===== config.mk =====
export PLATFORM = sky130hd
export DESIGN_NAME = btb_assoc
export DESIGN_NICKNAME = d
export VERILOG_FILES = /design/src/rtl/btb_assoc.sv
export SDC_FILE = /design/constraint.sdc
export NUM_CORES = 1
export LEC_CHECK = 0
export BUFFER_PORTS_ARGS = -buffer_cell sky130_fd_sc_hd__clkbuf_2
export CAP_MARGIN = 0
export CORE_MARGIN = 3
export CORE_UTILIZATION = 50
export CTS_CLUSTER_DIAMETER = 120
export DETAILED_ROUTE_END_ITERATION = 10
export PLACE_DENSITY = 0.67
export SYNTH_ARGS = -nofsm -noshare
export SYNTH_HDL_FRONTEND = slang
export SYNTH_SLANG_ARGS = --single-unit

===== constraint.sdc =====
create_clock -name clk -period 12.6 [get_ports clk]
set_input_delay 3.78 -clock clk [delete_from_list [all_inputs] [get_ports clk]]
set_output_delay 3.78 -clock clk [all_outputs]
set_load 0.03 [all_outputs]

===== src/rtl/btb_assoc.sv =====
// -----------------------------------------------------------------------------
// btb_assoc : fully-associative branch target buffer with tree-PLRU replacement
//
// Lookup is purely combinational. Updates go through a two-state FSM: the
// request is latched when accepted and written one edge later.
//
// Ports
//   clk            single clock, rising edge
//   rst_n          asynchronous active-low reset
//   lookup_pc      fetch PC to look up (tag = pc[PC_W-1:2])
//   lookup_en      qualifies the lookup for a recency (PLRU) touch
//   lookup_hit     a valid entry matches lookup_pc
//   lookup_target  target of the hitting entry, 0 on miss
//   upd_valid      update request valid
//   upd_ready      update request can be accepted
//   upd_pc         resolved branch PC
//   upd_target     resolved branch target
//   flush          invalidate all entries and PLRU state on the next edge
//
// Update FSM
//   state    | meaning
//   ---------+--------------------------------------------------------------
//   ST_IDLE  | waiting for an update request; upd_ready=1 unless flushing
//   ST_ALLOC | latched request is written to the chosen way on this edge
// -----------------------------------------------------------------------------
module btb_assoc #(
    parameter int ENTRIES = 8,
    parameter int PC_W    = 32
) (
    input  logic            clk,
    input  logic            rst_n,
    input  logic [PC_W-1:0] lookup_pc,
    input  logic            lookup_en,
    output logic            lookup_hit,
    output logic [PC_W-1:0] lookup_target,
    input  logic            upd_valid,
    output logic            upd_ready,
    input  logic [PC_W-1:0] upd_pc,
    input  logic [PC_W-1:0] upd_target,
    input  logic            flush
);

    localparam int IDX_W = $clog2(ENTRIES);
    localparam int TAG_W = PC_W - 2;

    localparam logic [0:0] ST_IDLE  = 1'b0;
    localparam logic [0:0] ST_ALLOC = 1'b1;

    logic [0:0]         state_q;
    logic [ENTRIES-1:0] valid_q;
    logic [ENTRIES-2:0] plru_q;
    logic [TAG_W-1:0]   tag_q [ENTRIES];
    logic [PC_W-1:0]    tgt_q [ENTRIES];
    logic [TAG_W-1:0]   upd_tag_q;
    logic [PC_W-1:0]    upd_tgt_q;

    logic [TAG_W-1:0]   look_tag;
    logic [IDX_W-1:0]   hit_way;
    logic [IDX_W-1:0]   alloc_way;
    logic               match_found;
    logic [IDX_W-1:0]   match_way;
    logic               inv_found;
    logic [IDX_W-1:0]   inv_way;
    logic [ENTRIES-2:0] plru_next;
    logic               unused_pc_bits;

    // Tree nodes are heap-ordered: node 0 is the root, level l starts at
    // node 2^l-1, and the node covering way w at level l is the one whose
    // position equals the top l bits of w.
    function automatic logic [ENTRIES-2:0] plru_touch(
        input logic [ENTRIES-2:0] tree,
        input logic [IDX_W-1:0]   way
    );
        logic [ENTRIES-2:0] res;
        res = tree;
        for (int lvl = 0; lvl < IDX_W; lvl++) begin
            for (int pos = 0; pos < (1 << lvl); pos++) begin
                if ((int'(way) >> (IDX_W - lvl)) == pos)
                    res[(1 << lvl) - 1 + pos] = ~way[IDX_W - 1 - lvl];
            end
        end
        return res;
    endfunction

    // Walk from the root; the victim bits are filled MSB first, so the
    // already-decided upper bits select the node at the next level.
    function automatic logic [IDX_W-1:0] plru_victim(
        input logic [ENTRIES-2:0] tree
    );
        logic [IDX_W-1:0] v;
        v = '0;
        for (int lvl = 0; lvl < IDX_W; lvl++) begin
            for (int pos = 0; pos < (1 << lvl); pos++) begin
                if ((int'(v) >> (IDX_W - lvl)) == pos)
                    v[IDX_W - 1 - lvl] = tree[(1 << lvl) - 1 + pos];
            end
        end
        return v;
    endfunction

    assign look_tag       = lookup_pc[PC_W-1:2];
    assign unused_pc_bits = ^{lookup_pc[1:0], upd_pc[1:0]};

    // Reset gates ready combinationally so it drops the moment rst_n falls.
    assign upd_ready = rst_n & (state_q == ST_IDLE) & ~flush;

    // At most one entry can match, so the last-assignment-wins loop is safe.
    always_comb begin
        lookup_hit    = 1'b0;
        hit_way       = '0;
        lookup_target = '0;
        for (int i = 0; i < ENTRIES; i++) begin
            if (valid_q[i] && (tag_q[i] == look_tag)) begin
                lookup_hit    = 1'b1;
                hit_way       = IDX_W'(i);
                lookup_target = tgt_q[i];
            end
        end
    end

    // Descending scan so the lowest-index invalid way is the one kept.
    always_comb begin
        match_found = 1'b0;
        match_way   = '0;
        inv_found   = 1'b0;
        inv_way     = '0;
        for (int i = ENTRIES - 1; i >= 0; i--) begin
            if (valid_q[i] && (tag_q[i] == upd_tag_q)) begin
                match_found = 1'b1;
                match_way   = IDX_W'(i);
            end
            if (!valid_q[i]) begin
                inv_found = 1'b1;
                inv_way   = IDX_W'(i);
            end
        end
        if (match_found)
            alloc_way = match_way;
        else if (inv_found)
            alloc_way = inv_way;
        else
            alloc_way = plru_victim(plru_q);
    end

    // Lookup touch first, allocation touch second: allocation owns shared nodes.
    always_comb begin
        plru_next = plru_q;
        if (lookup_en && lookup_hit)
            plru_next = plru_touch(plru_next, hit_way);
        if (state_q == ST_ALLOC)
            plru_next = plru_touch(plru_next, alloc_way);
    end

    always_ff @(posedge clk or negedge rst_n) begin
        if (!rst_n) begin
            state_q <= ST_IDLE;
            valid_q <= '0;
            plru_q  <= '0;
        end else if (flush) begin
            state_q <= ST_IDLE;
            valid_q <= '0;
            plru_q  <= '0;
        end else begin
            plru_q <= plru_next;
            case (state_q)
                ST_IDLE: begin
                    if (upd_valid)
                        state_q <= ST_ALLOC;
                end
                ST_ALLOC: begin
                    valid_q[alloc_way] <= 1'b1;
                    state_q            <= ST_IDLE;
                end
                default: state_q <= ST_IDLE;
            endcase
        end
    end

    // Payload storage carries no reset; valid_q alone qualifies it.
    always_ff @(posedge clk) begin
        if ((state_q == ST_IDLE) && upd_valid && !flush) begin
            upd_tag_q <= upd_pc[PC_W-1:2];
            upd_tgt_q <= upd_target;
        end
        if ((state_q == ST_ALLOC) && !flush) begin
            tag_q[alloc_way] <= upd_tag_q;
            tgt_q[alloc_way] <= upd_tgt_q;
        end
    end

endmodule


==> run_results.csv <==
group,metric,value,unit
drt,wl_per_cell,26.8,µm
timing,whs,610,ps
placement,dpl_worst_slack,1690,ps
placement,place_congestion,0.901,
placement,io_buffers,130,
setup_path,cpPeakStageDelay,390,ps
outcome,outcome,"completed",
power_and_ir_drop,total_power,4.07,mW
timing,relSlewSlack,0.225,
layout,utilization,0.573,
setup_path,path_class,"input port to output pin",
drt,ant_nets,0,
setup_path,cp_slowest_cell,"a31oi_1",
drt,dr_total_vias,16500,
grt,antenna_found_initial,0,
drt,first_iter_violations,1848,
clock_tree,cts_tree,"yes",
setup_path,crit_path_cell_trace,"clkbuf_2 -> xnor2_1 -> nand4_1 -> nor4_1 -> nand4_1 -> buf_4 -> nand2_1 -> buf_4 -> o221ai_1 -> a31oi_1 -> clkbuf_2",
timing,fin_crit,10970,ps
setup_path,path_delay_family,"buffers and inverters",
layout,antenna-diode-count,0,
floorplanning,start_util,0.506,
setup_path,reg2reg_depth,9,
clock_tree,insertion_delay,640,ps
layout,drive_gt1_frac,0.141,
clock_tree,cts_buffers,59,
placement,dp_hpwl,43600,µm
clock_tree,ctsRootBufferMaster,"clkbuf_16",
timing,final-setup-viol-count,0,
synth,synth_seq_cells,574,
synth,synth_top_area_cell,"edfxtp_1",
timing,rsz0062_at_grt,"false",
floorplanning,core_area,51500,µm²
clock_tree,htree_num_levels,2,
floorplanning,die_width,234,µm
grt,grt_pass1_wl,107000,µm
synth,post-synth-top-area-fraction,0.642,
synth,synth_warnings,0,
power_and_ir_drop,peakVddDrop,0.111,mV
timing,fin_ws,1630,ps
synth,syn-num-nets,2021,
setup_path,crit_fanout,36,
floorplanning,dieArea,55000,µm²
timing,fmaxAchievable,91.2,MHz
setup_path,cp.required,8820,ps
setup_path,worst-path-buf-inv,4,
min_path,hold_class,"register to register",
placement,place_inst,2666,
synth,syn_area_per_cell,13.6,µm²
clock_tree,cts.hold.buffers_added,0,
timing,drv_slew,0,
synth,synth_edf_count,558,
timing,fin_setup_tns,0,ps
synth,yosys-top-cells-area,"edfxtp_1 64%, xnor2_1 11%, xor2_1 4.9%",
timing,worst_clock_skew,32.8,ps
min_path,hold_depth,2,
drt,dr.pass1.iters,7,
floorplanning,rows,83,
layout,stdcell_area,29500,µm²
synth,async_flop_share,0.0279,
clock_tree,cts.sinks,574,
synth,ys_seq_area_frac,0.658,
synth,netlist_area,26100,µm²
synth,ys.flop_type,"edfxtp_1",
power_and_ir_drop,power_density,138,nW/µm²
clock_tree,cts.path.max_buffers,3,
synth,synth_cells,1920,
timing,tightest_slew,1160,ps
timing,final_hold_viol_count,0,
clock_tree,cts_resized,0,
grt,grt-ovfl-total,0,
clock_tree,postCtsSetupRepairBufs,0,
layout,fin_cells,2777,
floorplanning,io_pins,135,
setup_path,crit_path_end_kind,"output pin",
setup_path,timing.critical_path.arrival,7190,ps
floorplanning,die-height,234,µm
synth,synth_cell_types,52,
grt,grt_pass1_vias,16200,
timing,fin_crit_sh,0.871,
drt,drc,0,
layout,final_nets,2148,
grt,grt_start_max_net_pins,67,
setup_path,worst_setup_path_start_kind,"input port",
power_and_ir_drop,total_leakage_power,9.91,nW
layout,area_growth,13.1,%
run,max_cap_violations,0,
grt,grtUsageTotal,0.271,
clock_tree,clk_transition_reported_paths,60,ps
drt,avgViaCountPerCell,5.95,
drt,totalWireLength,74300,µm
setup_path,path_depth,11,
placement,place_area,27500,µm²
## cell usage after synthesis, types with 2 or more instances
cell type and instances:
buf_4 2, or3_1 3, o21ai_0 67, nand3_1 39
clkbuf_1 53, buf_1 3, mux2_2 2, a31oi_1 34
o221ai_1 32, and3_1 3, nand2_1 72, a211oi_1 2
edfxtp_1 558, a211o_1 2, nand4b_1 3, a21oi_1 38
mux2i_1 9, inv_1 78, and4_1 3, nor4b_1 2
xnor2_1 330, o22ai_1 9, o21bai_1 2, o21a_1 63
xor2_1 146, nand2b_1 2, nor4_1 61, and2_1 3
nor2b_1 2, a31o_2 2, buf_2 59, nand4_1 107
dfrtp_1 16, o211ai_1 4, nor3b_1 5, nor2_1 84
nor3_1 2, or2_2 4
## cell usage in the layout (no fill, tap or decap), types with 3 or more instances in the layout
| master | instances |
|---|---|
| inv_1 | 78 |
| nand3_1 | 39 |
| o21a_1 | 63 |
| and4_1 | 3 |
| edfxtp_1 | 558 |
| nor2_1 | 76 |
| and2_1 | 3 |
| clkinv_1 | 12 |
| buf_4 | 53 |
| nor2_4 | 8 |
| or2_2 | 4 |
| nand2_1 | 72 |
| clkbuf_1 | 10 |
| nand4b_1 | 3 |
| a31oi_1 | 34 |
| nand4_1 | 107 |
| clkbuf_16 | 60 |
| o211ai_1 | 4 |
| o21ai_0 | 67 |
| clkbuf_2 | 130 |
| nor4_1 | 59 |
| clkbuf_8 | 4 |
| clkinv_2 | 15 |
| or3_1 | 3 |
| xnor2_1 | 330 |
| o22ai_1 | 9 |
| bufinv_16 | 6 |
| dfrtp_1 | 16 |
| mux2i_1 | 9 |
| o221ai_1 | 32 |
| and3_1 | 3 |
| xor2_1 | 146 |
| nor3b_1 | 4 |
| a21oi_1 | 38 |
## routing by layer
metal  GRT usage  share of wire  up-vias  wire (µm)
met5           0              0        -          0
met4      0.0922          0.034        0       2540
met3      0.0633           0.10      161       7560
li1            -              -     7304          -
met2       0.423           0.46      884      34000
met1       0.376           0.41     8163      30200
## area by class of cell
class,count,area (µm²)
inverters,78,293
clock buffers,74,1590
clock inverters,37,365
repair buffers,183,1050
well taps,680,851
fillers,4137,22000
flip-flops and latches,574,17200
multi-input cells,1151,8200
## tightest hold or removal path: stages (launching register included)
cell,delay [ps]
dfrtp_1,360
mux2i_1,80
o22ai_1,120
## path summary, 6_finish.rpt
check / to / slack (ps) / start
max: lookup_target[7] / 1630 / lookup_pc[3]
min: plru_q[3]$_DFF_PN0_ / 610 / plru_q[3]$_DFF_PN0_
max reg2reg: tgt_q[2][4]$_DFFE_PP_ / 7290 / upd_tag_q[11]$_DFFE_PP_
min reg2reg: plru_q[3]$_DFF_PN0_ / 610 / plru_q[3]$_DFF_PN0_
max in group asynchronous: valid_q[4]$_DFFE_PN0P_ / 9170 / rst_n
min in group asynchronous: state_q$_DFF_PN0_ / 3100 / rst_n
## sequential cells by signal, indices dropped and copies added (netlist names)
name	count
tgt_q	256
plru_q	7
state_q	1
valid_q	8
tag_q	240
upd_tgt_q	32
upd_tag_q	30
## where the power goes
part / total (mW) / internal (mW) / switching [mW]
Sequential: 2.12 / 2.11 / 0.0164
Clock: 1.76 / 1.02 / 0.745
Combinational: 0.188 / 0.0624 / 0.126
## logic make-up after synthesis
group | count (synthesis) | share of synthesized area
multiplexers | 11 | 0.00432
AO/OA/AOI/OAI | 266 | 0.0668
buffers and inverters | 195 | 0.0312
AND/OR/NAND/NOR | 398 | 0.0802
XOR/XNOR | 476 | 0.160
flip-flops | 574 | 0.658
No activity file was read; power rests on OpenSTA's default activity.
